**src/rtl/instruction_memory_loader_if.sv**
```systemverilog
// Byte-stream input and instruction-memory write port of the program loader.
// The loader sits on the slave side; whoever feeds bytes and watches writes is the master.
interface instruction_memory_loader_if #(
  parameter int BYTE_WIDTH  = 8,
  parameter int WORD_WIDTH  = 32,
  parameter int ADDR_LENGTH = 32
);
  logic                   i_start;
  logic                   i_rx_done;
  logic [BYTE_WIDTH-1:0]  i_rx_data;
  logic                   o_wr_en;
  logic [ADDR_LENGTH-1:0] o_wr_addr;
  logic [WORD_WIDTH-1:0]  o_wr_data;
  logic                   o_busy;
  logic                   o_done;
  logic                   o_full;
  logic [ADDR_LENGTH-1:0] o_word_count;

  modport slave (
    input  i_start, i_rx_done, i_rx_data,
    output o_wr_en, o_wr_addr, o_wr_data, o_busy, o_done, o_full, o_word_count
  );

  modport master (
    output i_start, i_rx_done, i_rx_data,
    input  o_wr_en, o_wr_addr, o_wr_data, o_busy, o_done, o_full, o_word_count
  );
endinterface

```
**src/rtl/instruction_memory_loader.sv**
```systemverilog
// Packs a big-endian byte stream into instruction words and writes them to
// consecutive word addresses until the halt word arrives or memory is full.
module instruction_memory_loader #(
  parameter int                    MEM_SIZE    = 1024,
  parameter int                    WORD_WIDTH  = 32,
  parameter int                    ADDR_LENGTH = 32,
  parameter int                    BYTE_WIDTH  = 8,
  parameter logic [WORD_WIDTH-1:0] HALT_WORD   = 32'hFFFF_FFFF
) (
  input  logic                         i_clk,
  input  logic                         i_reset,
  instruction_memory_loader_if.slave   bus
);

  localparam int BYTES_PER_WORD = WORD_WIDTH / BYTE_WIDTH;
  localparam int CNT_W          = (BYTES_PER_WORD > 1) ? $clog2(BYTES_PER_WORD) : 1;
  localparam int SHIFT_W        = WORD_WIDTH - BYTE_WIDTH;
  localparam logic [CNT_W-1:0]       LAST_BYTE = CNT_W'(BYTES_PER_WORD - 1);
  localparam logic [ADDR_LENGTH-1:0] LAST_ADDR = ADDR_LENGTH'(MEM_SIZE - 1);
  localparam logic [ADDR_LENGTH-1:0] MAX_COUNT = ADDR_LENGTH'(MEM_SIZE);

  typedef enum logic [1:0] {IDLE, RECEIVE, WRITE, DONE} state_t;

  state_t                 state_reg;
  logic [CNT_W-1:0]       byte_cnt_reg;
  logic [ADDR_LENGTH-1:0] addr_reg;
  logic [SHIFT_W-1:0]     shift_reg;
  logic                   wr_en_reg;
  logic [ADDR_LENGTH-1:0] wr_addr_reg;
  logic [WORD_WIDTH-1:0]  wr_data_reg;
  logic                   busy_reg;
  logic                   done_reg;
  logic                   full_reg;
  logic [ADDR_LENGTH-1:0] word_count_reg;
  logic [WORD_WIDTH-1:0]  word_next;

  // Only the bytes already received are kept; the incoming byte becomes lane 0
  // and every older byte moves one lane up, so the first byte ends up on top.
  genvar gi;
  generate
    for (gi = 0; gi < BYTES_PER_WORD; gi++) begin : g_lane
      if (gi == 0) begin : g_new
        assign word_next[BYTE_WIDTH-1:0] = bus.i_rx_data;
      end else begin : g_old
        assign word_next[gi*BYTE_WIDTH +: BYTE_WIDTH] = shift_reg[(gi-1)*BYTE_WIDTH +: BYTE_WIDTH];
      end
    end
  endgenerate

  always_ff @(posedge i_clk) begin
    if (i_reset) begin
      state_reg      <= IDLE;
      byte_cnt_reg   <= '0;
      addr_reg       <= '0;
      shift_reg      <= '0;
      wr_en_reg      <= 1'b0;
      wr_addr_reg    <= '0;
      wr_data_reg    <= '0;
      busy_reg       <= 1'b0;
      done_reg       <= 1'b0;
      full_reg       <= 1'b0;
      word_count_reg <= '0;
    end else begin
      wr_en_reg <= 1'b0;
      case (state_reg)
        IDLE, DONE: begin
          if (bus.i_start) begin
            state_reg      <= RECEIVE;
            byte_cnt_reg   <= '0;
            addr_reg       <= '0;
            shift_reg      <= '0;
            word_count_reg <= '0;
            full_reg       <= 1'b0;
            busy_reg       <= 1'b1;
            done_reg       <= 1'b0;
          end
        end
        RECEIVE: begin
          if (bus.i_rx_done) begin
            shift_reg <= word_next[SHIFT_W-1:0];
            if (byte_cnt_reg == LAST_BYTE) begin
              byte_cnt_reg <= '0;
              state_reg    <= WRITE;
              wr_en_reg    <= 1'b1;
              wr_addr_reg  <= addr_reg;
              wr_data_reg  <= word_next;
              if (word_count_reg != MAX_COUNT) begin
                word_count_reg <= word_count_reg + 1'b1;
              end
            end else begin
              byte_cnt_reg <= byte_cnt_reg + 1'b1;
            end
          end
        end
        WRITE: begin
          // Halt takes priority over full: a halt in the last slot is a clean end.
          if (wr_data_reg == HALT_WORD) begin
            state_reg <= DONE;
            busy_reg  <= 1'b0;
            done_reg  <= 1'b1;
          end else if (addr_reg == LAST_ADDR) begin
            state_reg <= DONE;
            busy_reg  <= 1'b0;
            done_reg  <= 1'b1;
            full_reg  <= 1'b1;
          end else begin
            state_reg <= RECEIVE;
            addr_reg  <= addr_reg + 1'b1;
            if (bus.i_rx_done) begin
              shift_reg    <= word_next[SHIFT_W-1:0];
              byte_cnt_reg <= CNT_W'(1);
            end
          end
        end
        default: state_reg <= IDLE;
      endcase
    end
  end

  assign bus.o_wr_en      = wr_en_reg;
  assign bus.o_wr_addr    = wr_addr_reg;
  assign bus.o_wr_data    = wr_data_reg;
  assign bus.o_busy       = busy_reg;
  assign bus.o_done       = done_reg;
  assign bus.o_full       = full_reg;
  assign bus.o_word_count = word_count_reg;

endmodule

```
**src/flat_wrapper.sv**
```systemverilog
// flat-port wrapper written by rule: the top's interface ports become plain ports
module instruction_memory_loader_flat 
#(
  parameter int                    MEM_SIZE    = 1024,
  parameter int                    WORD_WIDTH  = 32,
  parameter int                    ADDR_LENGTH = 32,
  parameter int                    BYTE_WIDTH  = 8,
  parameter logic [WORD_WIDTH-1:0] HALT_WORD   = 32'hFFFF_FFFF
)
  (i_clk, i_reset, bus_i_start, bus_i_rx_done, bus_i_rx_data, bus_o_wr_en, bus_o_wr_addr, bus_o_wr_data, bus_o_busy, bus_o_done, bus_o_full, bus_o_word_count);
  instruction_memory_loader_if #(.BYTE_WIDTH(BYTE_WIDTH), .WORD_WIDTH(WORD_WIDTH), .ADDR_LENGTH(ADDR_LENGTH)) bus_i ();
  input  logic i_clk;
  input  logic i_reset;
  input wire logic [$bits(bus_i.i_start)-1:0] bus_i_start;
  input wire logic [$bits(bus_i.i_rx_done)-1:0] bus_i_rx_done;
  input wire logic [$bits(bus_i.i_rx_data)-1:0] bus_i_rx_data;
  output wire logic [$bits(bus_i.o_wr_en)-1:0] bus_o_wr_en;
  output wire logic [$bits(bus_i.o_wr_addr)-1:0] bus_o_wr_addr;
  output wire logic [$bits(bus_i.o_wr_data)-1:0] bus_o_wr_data;
  output wire logic [$bits(bus_i.o_busy)-1:0] bus_o_busy;
  output wire logic [$bits(bus_i.o_done)-1:0] bus_o_done;
  output wire logic [$bits(bus_i.o_full)-1:0] bus_o_full;
  output wire logic [$bits(bus_i.o_word_count)-1:0] bus_o_word_count;
  assign bus_i.i_start = bus_i_start;
  assign bus_i.i_rx_done = bus_i_rx_done;
  assign bus_i.i_rx_data = bus_i_rx_data;
  assign bus_o_wr_en = bus_i.o_wr_en;
  assign bus_o_wr_addr = bus_i.o_wr_addr;
  assign bus_o_wr_data = bus_i.o_wr_data;
  assign bus_o_busy = bus_i.o_busy;
  assign bus_o_done = bus_i.o_done;
  assign bus_o_full = bus_i.o_full;
  assign bus_o_word_count = bus_i.o_word_count;
  instruction_memory_loader #(.MEM_SIZE(MEM_SIZE), .WORD_WIDTH(WORD_WIDTH), .ADDR_LENGTH(ADDR_LENGTH), .BYTE_WIDTH(BYTE_WIDTH), .HALT_WORD(HALT_WORD)) u_core (.i_clk(i_clk), .i_reset(i_reset), .bus(bus_i));
endmodule
```
**config.mk**
```make
export PLATFORM = sky130hd
export DESIGN_NAME = instruction_memory_loader_flat
export DESIGN_NICKNAME = d
export VERILOG_FILES = /design/src/rtl/instruction_memory_loader_if.sv /design/src/rtl/instruction_memory_loader.sv /design/src/flat_wrapper.sv
export SDC_FILE = /design/constraint.sdc
export NUM_CORES = 1
export LEC_CHECK = 0
export ABC_AREA = 1
export BUFFER_PORTS_ARGS = -buffer_cell sky130_fd_sc_hd__buf_2
export CORE_ASPECT_RATIO = 0.6
export CORE_UTILIZATION = 48
export CTS_CLUSTER_DIAMETER = 60
export CTS_CLUSTER_SIZE = 16
export DETAILED_ROUTE_END_ITERATION = 8
export PLACE_DENSITY = 0.64
export SLEW_MARGIN = 0
export SYNTH_ARGS = -nofsm -noshare
export SYNTH_HDL_FRONTEND = slang
export SYNTH_SLANG_ARGS = --single-unit
```
**constraint.sdc**
```tcl
create_clock -name i_clk -period 2.4 [get_ports i_clk]
set_input_delay 0.36 -clock i_clk [delete_from_list [all_inputs] [get_ports i_clk]]
set_output_delay 0.36 -clock i_clk [all_outputs]
set_load 0.02 [all_outputs]
```
Word level (Yosys, flattened, before mapping)
Index checks and enable logic that the tools add are counted.

storage, ports and cells
  flip-flop bits (word level) = 160
  bits in latches = 0
  bits in writable memories = 0
  bits in read-only memories = 0
  output and inout port bits = 100
  memories kept = 0

cells by class
  $add $sub $neg = 3
  multipliers = 0
  divide/modulo/power cells = 0
  $lt $le $gt $ge = 0
  equality and inequality tests = 16
  shift operators = 0
  mux-type cells = 37
  bitwise logic cells = 2
  reduce and logical (&&, ||, !) cells = 13

operators with widths
  kind                                                                        number
  32-bit 2-to-1 mux                                                           6
  32-bit case mux with 2 select lines                                         2
  24-bit 2-to-1 mux                                                           4
  24-bit case mux with 3 select lines                                         1
  32-bit by 1-bit adder with 32-bit output (second input constant)            2
  32-bit by 10-bit == test with 1-bit output (second input constant)          1
  32-bit == test (second input constant)                                      1
  32-bit by 11-bit inequality test with 1-bit output (second input constant)  1
  2-bit 2-to-1 mux                                                            11
  2-bit case mux with 3 select lines                                          2
  3-bit AND reduction                                                         4
  2-bit inequality test (second input constant)                               5
  5-bit AND reduction                                                         2
  1-bit 2-to-1 mux                                                            8
  4-bit AND reduction                                                         2
  2-bit == test (second input constant)                                       3
  2-bit by 1-bit inequality test with 1-bit output (second input constant)    3
  1-bit case mux with 2 select lines                                          3
  2-bit nonzero test                                                          2
  3-bit by 1-bit inequality test with 1-bit output (second input constant)    1
  3-bit OR reduction                                                          1
  2-bit by 1-bit adder with 2-bit output (second input constant)              1
  2-bit by 1-bit == test with 1-bit output (second input constant)            1
  2-bit zero test                                                             1
  other kinds (2)                                                             3

Depth between registers and ports, before layout
Gate-level depths: netlist of run 1.

  depth after elaboration = 5
  depth in mapped cells = 13
  mapped depth without buffers = 12

Least setup slack after synthesis of run 1
OpenSTA, ideal clock, no wires.

  kind = register to register
  start point = register u_core.state_reg[0]
  end point = register u_core.word_count_reg[30] (netlist: u_core.bus.o_word_count[30])
  arrival time = 1.787 ns
  setup slack = 0.489 ns
  stages on the path, launching flop included = 13
  path buffers = 1
  clock period less this slack = 1.911 ns
  cell sequence = dfxtp_1 > inv_1 > ha_1 > inv_2 > nor2_4 > or2_4 > nor2_2 > inv_2 > nor2_4 > buf_4 > nand3_1 > nand2_1 > nor2_1

between the ends
  longest elaborated chain between the ends = 4
  elaborated cells between the ends (all ways) = 11
  classes of those cells = eq/ne (6); mux (1); reduce/logical (4)

ends and longest elaborated chain
  item                                                                          RTL line                         source
  from (decl)                                                                   instruction_memory_loader.sv:24  state_t state_reg;
  from (signal assigned)                                                        instruction_memory_loader.sv:52  state_reg <= IDLE;
  from (signal assigned)                                                        instruction_memory_loader.sv:68  state_reg <= RECEIVE;
  from (signal assigned)                                                        instruction_memory_loader.sv:83  state_reg <= WRITE;
  2-bit == test or 2-bit zero test (tied branches)                              instruction_memory_loader.sv:65  case (state_reg)
  2-bit OR reduction                                                            instruction_memory_loader.sv:65
  2-bit inequality test (no source line) or 2-bit nonzero test (tied branches)  n/a
  5-bit AND reduction (no source line)                                          n/a
  to (signal assigned)                                                          instruction_memory_loader.sv:88  word_count_reg <= word_count_reg + 1'b1;
  to (decl)                                                                     instruction_memory_loader.sv:34  logic [ADDR_LENGTH-1:0] word_count_reg;

Several ways; a longest one is shown, not always the timed one.
A chain may end at the register's enable or synchronous reset.

Final worst setup path of run 1
  start point = register u_core.state_reg[0]
  end point = register u_core.word_count_reg[13] (netlist: u_core.bus.o_word_count[13])

Same word-level chain as after synthesis.

==> results.sh, run 1 <==
export IMPL_grt_pass1_vias=7759
export IMPL_yosys_cell_types_count=32
export IMPL_drv_cap=0
export IMPL_postLayoutSetupSlackWorst_ns=0.319
export IMPL_rows=37
export IMPL_finClkSkew_ns=0.0121
export IMPL_holdBufCountCts=0
export IMPL_cts_buffers=17
export IMPL_avgViaCountPerCell=5.08
export IMPL_drt_antenna_violating_nets=0
export IMPL_min_period_ns=2.08
export IMPL_maxSlewViolCount=0
export IMPL_clockPowerShare_pct=38.9
export IMPL_worstPathMaxFanout=19
export IMPL_clock_sinks=160
export IMPL_max_stage_delay_ns=0.36
export IMPL_maxClockFrequency_mhz=481
export IMPL_area_growth_pct=16.7
export IMPL_htreeDepth=4
export IMPL_vias=9003
export IMPL_die_area_um2=18800
export IMPL_synth_enable_flop_cells=0
export IMPL_grt_max_degree=58
export IMPL_criticalPathCategory="reg2reg"
export IMPL_drive_above_1_share_pct=12.8
export IMPL_status="completed"
export IMPL_cp_required_ns=2.78
export IMPL_start_util_pct=50.0
export IMPL_hpwl_um=17700
export IMPL_die_h_um=107
export IMPL_final_nets=1543
export IMPL_gr_usage_all_layers_pct=27.2
export IMPL_postLayoutCellArea_um2=10200
export IMPL_dp_slack_ns=0.330
export IMPL_pwr_share_comb_pct=23.0
export IMPL_p_leak_nw=4.60
export IMPL_p_seq_share_pct=38.1
export IMPL_rsz0062_at_grt="false"
export IMPL_num_fill_cells=1755
export IMPL_grt_pass1_wl_um=40400
export IMPL_ios=112
export IMPL_synth_fp_nets=1444
export IMPL_ys_warn_count=0
export IMPL_diodes=0
export IMPL_finalCritPeriodShare_pct=86.7
export IMPL_finalSetupTns_ns=0
export IMPL_cts_buffer_depth=2
export IMPL_dp_cells=1739
export IMPL_synth_seq_cells=160
export IMPL_hold_viol=0
export IMPL_wire_per_inst_um=13.9
export IMPL_endpoint_kind="register"
export IMPL_tightest_slew_ns=0.558
export IMPL_syn_inst=1425
export IMPL_cts_root_buf="clkbuf_16"
export IMPL_synth_main_ff_cell="dfxtp_1"
export IMPL_worstHoldPathType="in2reg"
export IMPL_syn_area_um2=8760
export IMPL_crit_path_start_kind="register"
export IMPL_post_cts_resize_count=0
export IMPL_gp_congestion=0.959
export IMPL_dieWidth_um=176
export IMPL_maxSlewHeadroom_pct=62.5
export IMPL_grt_overflow_total=0
export IMPL_cpMostUsedCell="nand2_1"
export IMPL_ys_seq_area_share_pct=36.6
export IMPL_finalSetupViolCount=0
export IMPL_arrival_ns=2.46
export IMPL_async_flop_share_pct=0
export IMPL_clk_pin_slew_ns=0.07
export IMPL_finalPower_w=0.00788
export IMPL_drtPass1Iterations=8
export IMPL_ir_drop_mv=0.545
export IMPL_io_buffers=111
export IMPL_postCtsSetupBuffers=0
export IMPL_antenna_found_initial=0
export IMPL_switching_share_pct=32.9
export IMPL_drtIter0Drc=842
export IMPL_place_area_um2=9570
export IMPL_path_cells="inv_1 > ha_1 > inv_2 > nor2_4 > or2_4 > nor2_2 > inv_2 > nor2_4 > buf_4 > nand2_1 > nand2_1 > nand2_1 > nor2_1"
export IMPL_p_int_w=0.00529
export IMPL_insertion_delay_ns=0.44
export IMPL_critPathBufInv=4
export IMPL_worst_path_max_delay_cell="dfxtp_1"
export IMPL_finalNonFillerCells=1771
export IMPL_crit_family="simple AND/OR/NAND/NOR gates"
export IMPL_drc=0
export IMPL_syn_area_per_cell_um2=6.14
export IMPL_wl_um=24700
export IMPL_powerDensity_nw_per_um2=771
export IMPL_switching_power_w=0.00259
export IMPL_core_area_um2=17500
export IMPL_cts_tree="yes"
[power groups by stage]
stage               Combinational (W)  Clock (W)  Sequential, W
global placement              0.00177          0        0.00306
detailed placement            0.00179          0        0.00306
global route                  0.00207    0.00324        0.00303
finish                        0.00181    0.00306        0.00300
CTS                           0.00181    0.00312        0.00300
floorplan                     0.00136          0        0.00305
[placed cells by master (no fill, tap or decap)]
master	count
nor3_4	1
xor2_1	4
a21oi_1	110
o21ai_0	77
buf_2	111
nand2_1	393
nand3b_1	6
xnor2_1	1
nand3_2	1
inv_2	3
a21oi_2	1
or2_2	1
nand2_2	3
clkbuf_16	17
inv_6	4
clkinv_4	3
bufinv_16	5
nor3b_1	2
clkinv_1	1
clkbuf_1	1
nor2_4	4
or2_4	1
nand4_1	63
o21ai_1	1
o21bai_1	1
nand3_1	59
inv_1	229
buf_12	1
nor2_1	212
buf_4	29
nor2_2	4
o31ai_1	2
nand3_4	5
nor3_1	12
ha_1	7
dfxtp_1	160
clkinvlp_4	2
[worst reg2reg max path, delay by kind of cell (launching register included)]
kind	cells	cell delay, ns
DFF	1	0.36
adders and majority gates	1	0.36
and+or+nand+nor	8	0.84
buffers and inverters	4	0.47
[worst paths after layout]
path | from | endpoint | slack (ns) | cells past startpoint
setup reg to reg | u_core.state_reg[0] | u_core.bus.o_word_count[13] | 0.32 | 13
hold / removal | bus_i_rx_data[3] | u_core.bus.o_wr_data[3] | 0.21 | 3
hold reg to reg | u_core.bus.o_wr_addr[19] | u_core.bus.o_wr_addr[19] | 0.44 | 2
setup / recovery | u_core.state_reg[0] | u_core.bus.o_word_count[13] | 0.32 | 13
[kinds of logic (layout without fill, tap and decap cells)]
logic type	count (synthesis)	in the layout	synth area share, %
AO/OA/AOI/OAI	192	192	11.1
adder cells (fa/ha/maj)	7	7	1.00
flip-flops	160	160	36.6
AND/OR/NAND/NOR	767	767	37.5
XOR/XNOR	5	5	0.500
buffers and inverters	294	406	13.3
[cells in the mapped netlist (3+ instances only)]
library cell	count	area (um2)
nor2_2	4	25.0
buf_4	7	52.6
dfxtp_1	160	3200
nand3_4	4	70.1
buf_6	3	33.8
ha_1	7	87.6
nor2_1	212	796
a21oi_1	111	556
nor3_1	12	60.1
nor2_4	4	45.0
nand2_1	393	1480
nand2_2	3	18.8
nand3_1	60	300
inv_1	230	863
o21ai_0	78	390
xor2_1	4	35.0
clkbuf_1	37	139
nand4_1	63	394
buf_2	11	55.1
nand3b_1	6	45.0
[stage by stage]
step           hold slack (ns)  utilization (%)
2_1_floorplan            0.461                -
3_3_place_gp             0.428             54.7
3_5_place_dp             0.432             54.7
4_1_cts                  0.200             58.4
5_1_grt                  0.234             58.4
6_report                 0.213             58.4
[layer usage]
metal	part of all wire, %	up-vias	global-route usage [%]
met1	53	3988	42.5
li1	-	4654	-
met5	0	-	0
met3	8.7	15	7.20
met4	0.58	0	6.03
met2	38	346	36.2
[layout make-up]
class                      instances  area (um2)  area share (%)
sequential                       160        3200            31.3
clock inverter                    14         226            2.22
inverter                         233         875            8.56
timing repair buffer             141         793            7.76
tap                              234         293            2.86
multi-input combinational        971        4400            43.1
clock buffer                      18         429            4.20
Note: power is estimated with default switching activity, not from simulation.
==> inputs of run 2 (changes only) <==
ABC_AREA = unset   (was 1)
CORE_ASPECT_RATIO = 0.5   (was 0.6)
PLACE_DENSITY = unset   (was 0.64)
PLACE_DENSITY_LB_ADDON = 0.1   (was unset)
==> run 2 against run 1 <==
Net effect:
- synthesized cell count down 37%
- sequential power fell by 10%
- worst setup slack worse by 0.17 ns
- clock skew is 0.0029 ns lower
- global-route usage shrank 2.0 points
- largest power group is now registers
==> results.sh, run 2 <==
export IMPL_status="completed"
export IMPL_grt_pass1_vias=6286
export IMPL_htreeDepth=4
export IMPL_syn_area_per_cell_um2=8.11
export IMPL_final_common_cell="nand2_1"
export IMPL_avgViaCountPerCell=5.67
export IMPL_maxClockFrequency_mhz=444
export IMPL_powerDensity_nw_per_um2=657
export IMPL_syn_area_um2=7260
export IMPL_syn_inst=896
export IMPL_tightest_slew_ns=0.695
export IMPL_io_buffers=111
export IMPL_yosys_cell_types_count=76
export IMPL_finalCritPeriodShare_pct=93.8
export IMPL_endpoint_kind="register"
export IMPL_rows=31
export IMPL_grt_max_degree=68
export IMPL_start_util_pct=49.7
export IMPL_synth_area_leaders="dfxtp_1 44%, nand2_1 10%, a21oi_1 8.1%, or3b_2 2.8%, nand4_1 2.7%"
export IMPL_switching_power_w=0.00141
export IMPL_hold_viol=0
export IMPL_ir_drop_mv=0.467
export IMPL_synth_main_ff_cell="dfxtp_1"
export IMPL_finalNonFillerCells=1242
export IMPL_async_flop_share_pct=0
export IMPL_pwr_share_comb_pct=8.0
export IMPL_area_growth_pct=22.4
export IMPL_synth_most_common_cell="nand2_1"
export IMPL_insertion_delay_ns=0.42
export IMPL_maxSlewViolCount=0
export IMPL_drv_cap=0
export IMPL_rsz0062_at_grt="false"
export IMPL_wire_per_inst_um=15.6
export IMPL_clock_sinks=160
export IMPL_maxSlewHeadroom_pct=53.7
export IMPL_yosys_area_top_type="dfxtp_1"
export IMPL_postLayoutSetupSlackWorst_ns=0.149
export IMPL_synth_top_area_share_pct=44.1
export IMPL_antenna_found_initial=0
export IMPL_synth_enable_flop_cells=0
export IMPL_drive_above_1_share_pct=24.9
export IMPL_finClkSkew_ns=0.00917
export IMPL_cts_root_buf="clkbuf_16"
export IMPL_grt_pass1_wl_um=31300
export IMPL_gp_congestion=0.921
export IMPL_core_area_um2=14600
export IMPL_final_util_pct=60.8
export IMPL_finalSetupViolCount=0
export IMPL_drc=0
export IMPL_clk_pin_slew_ns=0.06
export IMPL_switching_share_pct=24.2
export IMPL_multi_input_area_um2=3710
export IMPL_grt_overflow_total=0
export IMPL_cts_buffers=17
export IMPL_drtIter0Drc=412
export IMPL_drt_antenna_violating_nets=0
export IMPL_wl_um=19300
export IMPL_vias=7048
export IMPL_finalSetupTns_ns=0
export IMPL_min_period_ns=2.25
export IMPL_drtPass1Iterations=5
export IMPL_ys_warn_count=0
export IMPL_p_leak_nw=3.31
export IMPL_dp_slack_ns=0.0917
export IMPL_final_cell_mix="197 x nand2_1, 159 x dfxtp_1, 117 x a21oi_1"
export IMPL_synth_fp_nets=915
export IMPL_dp_cells=1210
export IMPL_p_int_w=0.00442
export IMPL_cts_tree="yes"
export IMPL_crit_path_start_kind="register"
export IMPL_cts_buffer_depth=2
export IMPL_worstPathMaxFanout=4
export IMPL_arrival_ns=2.59
export IMPL_ios=112
export IMPL_cp_required_ns=2.74
export IMPL_clockPowerShare_pct=46.0
export IMPL_register_area_um2=3200
export IMPL_hpwl_um=13500
export IMPL_holdBufCountCts=0
export IMPL_die_area_um2=15700
export IMPL_die_h_um=89.0
export IMPL_worstHoldPathType="in2reg"
export IMPL_num_fill_cells=1370
export IMPL_criticalPathCategory="reg2reg"
export IMPL_final_nets=1051
export IMPL_synth_seq_cells=160
export IMPL_gr_usage_all_layers_pct=25.2
export IMPL_diodes=0
export IMPL_dieWidth_um=176
export IMPL_synth_common_cells="198 x nand2_1, 160 x dfxtp_1, 118 x a21oi_1"
export IMPL_ys_seq_area_share_pct=44.1
export IMPL_p_seq_share_pct=46.1
[run 2: cell count changes after synthesis, moves of 32 or more]
cell | before | now
inv_1 | 230 | 17
nor2_1 | 212 | 44
nand2_1 | 393 | 198
o21ai_0 | 78 | 30
nand4_1 | 63 | 31
nand3_1 | 60 | 24
[run 2: worst paths after layout]
path              cells past startpoint                          end                  from  slack [ns]
hold reg to reg                       2     u_core.bus.o_wr_data[30]  u_core.shift_reg[22]        0.45
hold / removal                        2       u_core.byte_cnt_reg[1]               i_reset        0.17
setup reg to reg                      8  u_core.bus.o_word_count[12]   u_core.state_reg[0]        0.15
setup / recovery                      8  u_core.bus.o_word_count[12]   u_core.state_reg[0]        0.15
[run 2: layout make-up]
| class | count | share of cell area (%) |
|---|---|---|
| flip-flops and latches | 160 | 36.1 |
| clock buffers | 22 | 5.22 |
| multi-input cells | 657 | 41.7 |
| clock inverters | 9 | 1.22 |
| well taps | 198 | 2.79 |
| repair buffers | 178 | 12.2 |
| inverters | 18 | 0.760 |
[run 2: per-layer routing]
metal,vias to the layer above,track usage [%],wire [um]
met1,3309,33.7,9040
met2,247,41.5,8770
met4,0,7.04,255
li1,3463,-,-
met3,29,5.44,1270
met5,-,0,0
[run 2: timing repair]
action | CTS | global route
endpoints found under the setup margin | 0 | 18
resized for setup | 0 | 10
buffers inserted | 0 | 1
[run 2: worst max-delay path, stage by stage, from the launching register on]
cell      delay, ns
dfxtp_2        0.35
inv_1          0.08
ha_4           0.25
nor2b_2        0.17
a211oi_2       0.31
o21ai_2        0.12
or2_1          0.26
or4_1          0.48
a21oi_1        0.16
[run 2: power by group through the flow]
stage          Clock (W)  Sequential (W)  Combinational [W]
2_1_floorplan          0         0.00276           0.000273
5_1_grt          0.00283         0.00269           0.000504
3_5_place_dp           0         0.00275           0.000441
4_1_cts          0.00271         0.00269           0.000444
3_3_place_gp           0         0.00275           0.000433
6_report         0.00268         0.00269           0.000465
[run 2: logic make-up after synthesis]
logic type               synth area share, %
AO/OA/AOI/OAI                           16.5
XOR/XNOR                                2.53
adder cells (fa/ha/maj)                 1.21
buffers and inverters                   5.44
flip-flops                              44.1
multiplexers                           0.603
AND/OR/NAND/NOR                         29.7
[run 2: metrics by stage]
| step | hold slack [ns] | total power (W) | area (um2) |
|---|---|---|---|
| 6_report | 0.174 | 0.00584 | 8890 |
| 5_1_grt | 0.188 | 0.00603 | 8890 |
| 2_1_floorplan | 0.432 | 0.00303 | 7260 |
| 4_1_cts | 0.164 | 0.00584 | 8840 |
| 3_5_place_dp | 0.444 | 0.00319 | 8270 |
| 3_3_place_gp | 0.439 | 0.00318 | 8270 |
==> inputs of run 3 (changes only) <==
GPL_TIMING_DRIVEN = 0   (was unset)
==> run 3 against run 2 <==
Net effect:
- design area fell by 0.21%
- sequential cell count did not move
- clock power rose by 4%
- worst hold slack improved by 0.0078 ns
- critical path depth rose by 1
- routed wire length rose by 6.2%
- critical endpoint unchanged
- die area did not move
==> results.sh, run 3 (same netlist as run 2, synthesis figures left out) <==
export IMPL_core_area_um2=14600
export IMPL_drive_above_1_share_pct=23.5
export IMPL_grt_pass1_wl_um=32100
export IMPL_hold_ws_ns=0.182
export IMPL_tightest_slew_ns=0.645
export IMPL_drc=0
export IMPL_postLayoutSetupSlackWorst_ns=0.0541
export IMPL_dieWidth_um=176
export IMPL_finClkSkew_ns=0.00884
export IMPL_vias=7026
export IMPL_p_leak_nw=3.24
export IMPL_criticalPathCategory="reg2reg"
export IMPL_num_fill_cells=1352
export IMPL_grt_max_degree=17
export IMPL_io_buffers=110
export IMPL_drtIter0Drc=581
export IMPL_cts_buffers=17
export IMPL_wire_per_inst_um=16.6
export IMPL_area_growth_pct=22.1
export IMPL_maxSlewHeadroom_pct=57.0
export IMPL_min_period_ns=2.35
export IMPL_finalCritPeriodShare_pct=97.7
export IMPL_worstHoldPathType="in2reg"
export IMPL_maxSlewViolCount=0
export IMPL_diodes=0
export IMPL_wl_um=20500
export IMPL_status="completed"
export IMPL_final_common_cell="nand2_1"
export IMPL_clk_pin_slew_ns=0.07
export IMPL_rsz0062_at_grt="true"
export IMPL_drt_antenna_violating_nets=0
export IMPL_die_area_um2=15700
export IMPL_grt_pass1_vias=6244
export IMPL_arrival_ns=2.71
export IMPL_htreeDepth=4
export IMPL_die_h_um=89.0
export IMPL_cts_buffer_depth=2
export IMPL_worstPathMaxFanout=6
export IMPL_finalSetupViolCount=0
export IMPL_grt_overflow_total=0
export IMPL_maxClockFrequency_mhz=426
export IMPL_gr_usage_all_layers_pct=26.5
export IMPL_holdBufCountCts=0
export IMPL_insertion_delay_ns=0.43
export IMPL_final_cell_mix="197 x nand2_1, 157 x dfxtp_1, 116 x buf_2, 116 x a21oi_1, 42 x nor2_1"
export IMPL_start_util_pct=49.7
export IMPL_powerDensity_nw_per_um2=672
export IMPL_cts_root_buf="clkbuf_16"
export IMPL_clock_sinks=160
export IMPL_final_nets=1048
export IMPL_cp_required_ns=2.76
export IMPL_ios=112
export IMPL_hpwl_um=14400
export IMPL_crit_path_start_kind="register"
export IMPL_gp_congestion=0.932
export IMPL_drtPass1Iterations=5
export IMPL_hold_viol=0
export IMPL_avgViaCountPerCell=5.67
export IMPL_antenna_found_initial=0
export IMPL_endpoint_kind="register"
export IMPL_dp_slack_ns=-0.615
export IMPL_cts_tree="yes"
export IMPL_rows=31
export IMPL_drv_cap=0
export IMPL_ir_drop_mv=0.474
run 3: cell types whose count changed in the layout (fill, tap and decap cells not counted), moves of 3 or more:
cell	before	now
clkbuf_1	3	21
nor4_1	22	19
inv_8	0	3
buf_2	110	116
inv_6	1	5
clkbuf_2	0	9
buf_1	0	7
nor3_1	16	12
nor3_2	0	4
buf_6	0	8
buf_4	66	8
run 3: routing by layer:
metal  global-route usage (%)  part of all wire (%)  vias up
met4                     8.62                   1.1        0
met5                        0                     0        -
met1                     34.0                    46     3309
li1                         -                     -     3468
met2                     45.0                    47      225
met3                     6.16                   6.1       24
run 3: final cells by class:
cell class	count	area, um2	share of cell area [%]
clock inverters	15	171	1.93
flip-flops and latches	160	3210	36.2
clock buffers	17	425	4.80
multi-input cells	657	3800	42.8
plain buffers	61	369	4.16
repair buffers	114	581	6.55
inverters	18	71.3	0.804
well taps	198	248	2.79
run 3: stage by stage:
step	power, W	instances	TNS, ns	cell area [um2]	utilization (%)
6_report	0.00596	1240	0	8870	60.6
3_5_place_dp	0.00317	1204	-16.71	8060	55.1
2_1_floorplan	0.00303	896	0	7260	-
4_1_cts	0.00595	1239	0	8730	59.7
5_1_grt	0.00616	1240	-0.0842	8870	60.6
3_3_place_gp	0.00316	1204	-14.31	8060	55.1
run 3: critical path, cell delays in order (launching register included):
cell	delay (ns)
dfxtp_2	0.35
inv_1	0.05
ha_1	0.33
nor2b_1	0.19
a211oi_2	0.20
buf_4	0.18
o21ai_4	0.08
or2_1	0.26
or4_1	0.48
a21oi_1	0.15
run 3: worst paths after layout:
| path | startpoint | endpoint | slack, ns | cells past startpoint |
|---|---|---|---|---|
| worst min-delay path | bus_i_rx_data[6] | u_core.bus.o_wr_data[6] | 0.18 | 3 |
| worst max register to register | u_core.state_reg[0] | u_core.bus.o_word_count[12] | 0.05 | 9 |
| worst min register to register | u_core.bus.o_wr_addr[0] | u_core.bus.o_wr_addr[0] | 0.45 | 2 |
| worst max-delay path | u_core.state_reg[0] | u_core.bus.o_word_count[12] | 0.05 | 9 |
run 3: what timing repair did:
action,in CTS,in global routing
resized for setup,14,48
buffers inserted,3,1
endpoints found under the setup margin,50,117
pin swaps,2,5
run 3: power by group:
group | internal (W) | leakage [nW] | total, W | switching, W
sequential | 0.00267 | 1.29 | 0.00270 | 0.0000225
clock | 0.00157 | 0.291 | 0.00278 | 0.00122
combinational | 0.000159 | 1.66 | 0.000476 | 0.000318
total | 0.00440 | 3.24 | 0.00596 | 0.00156
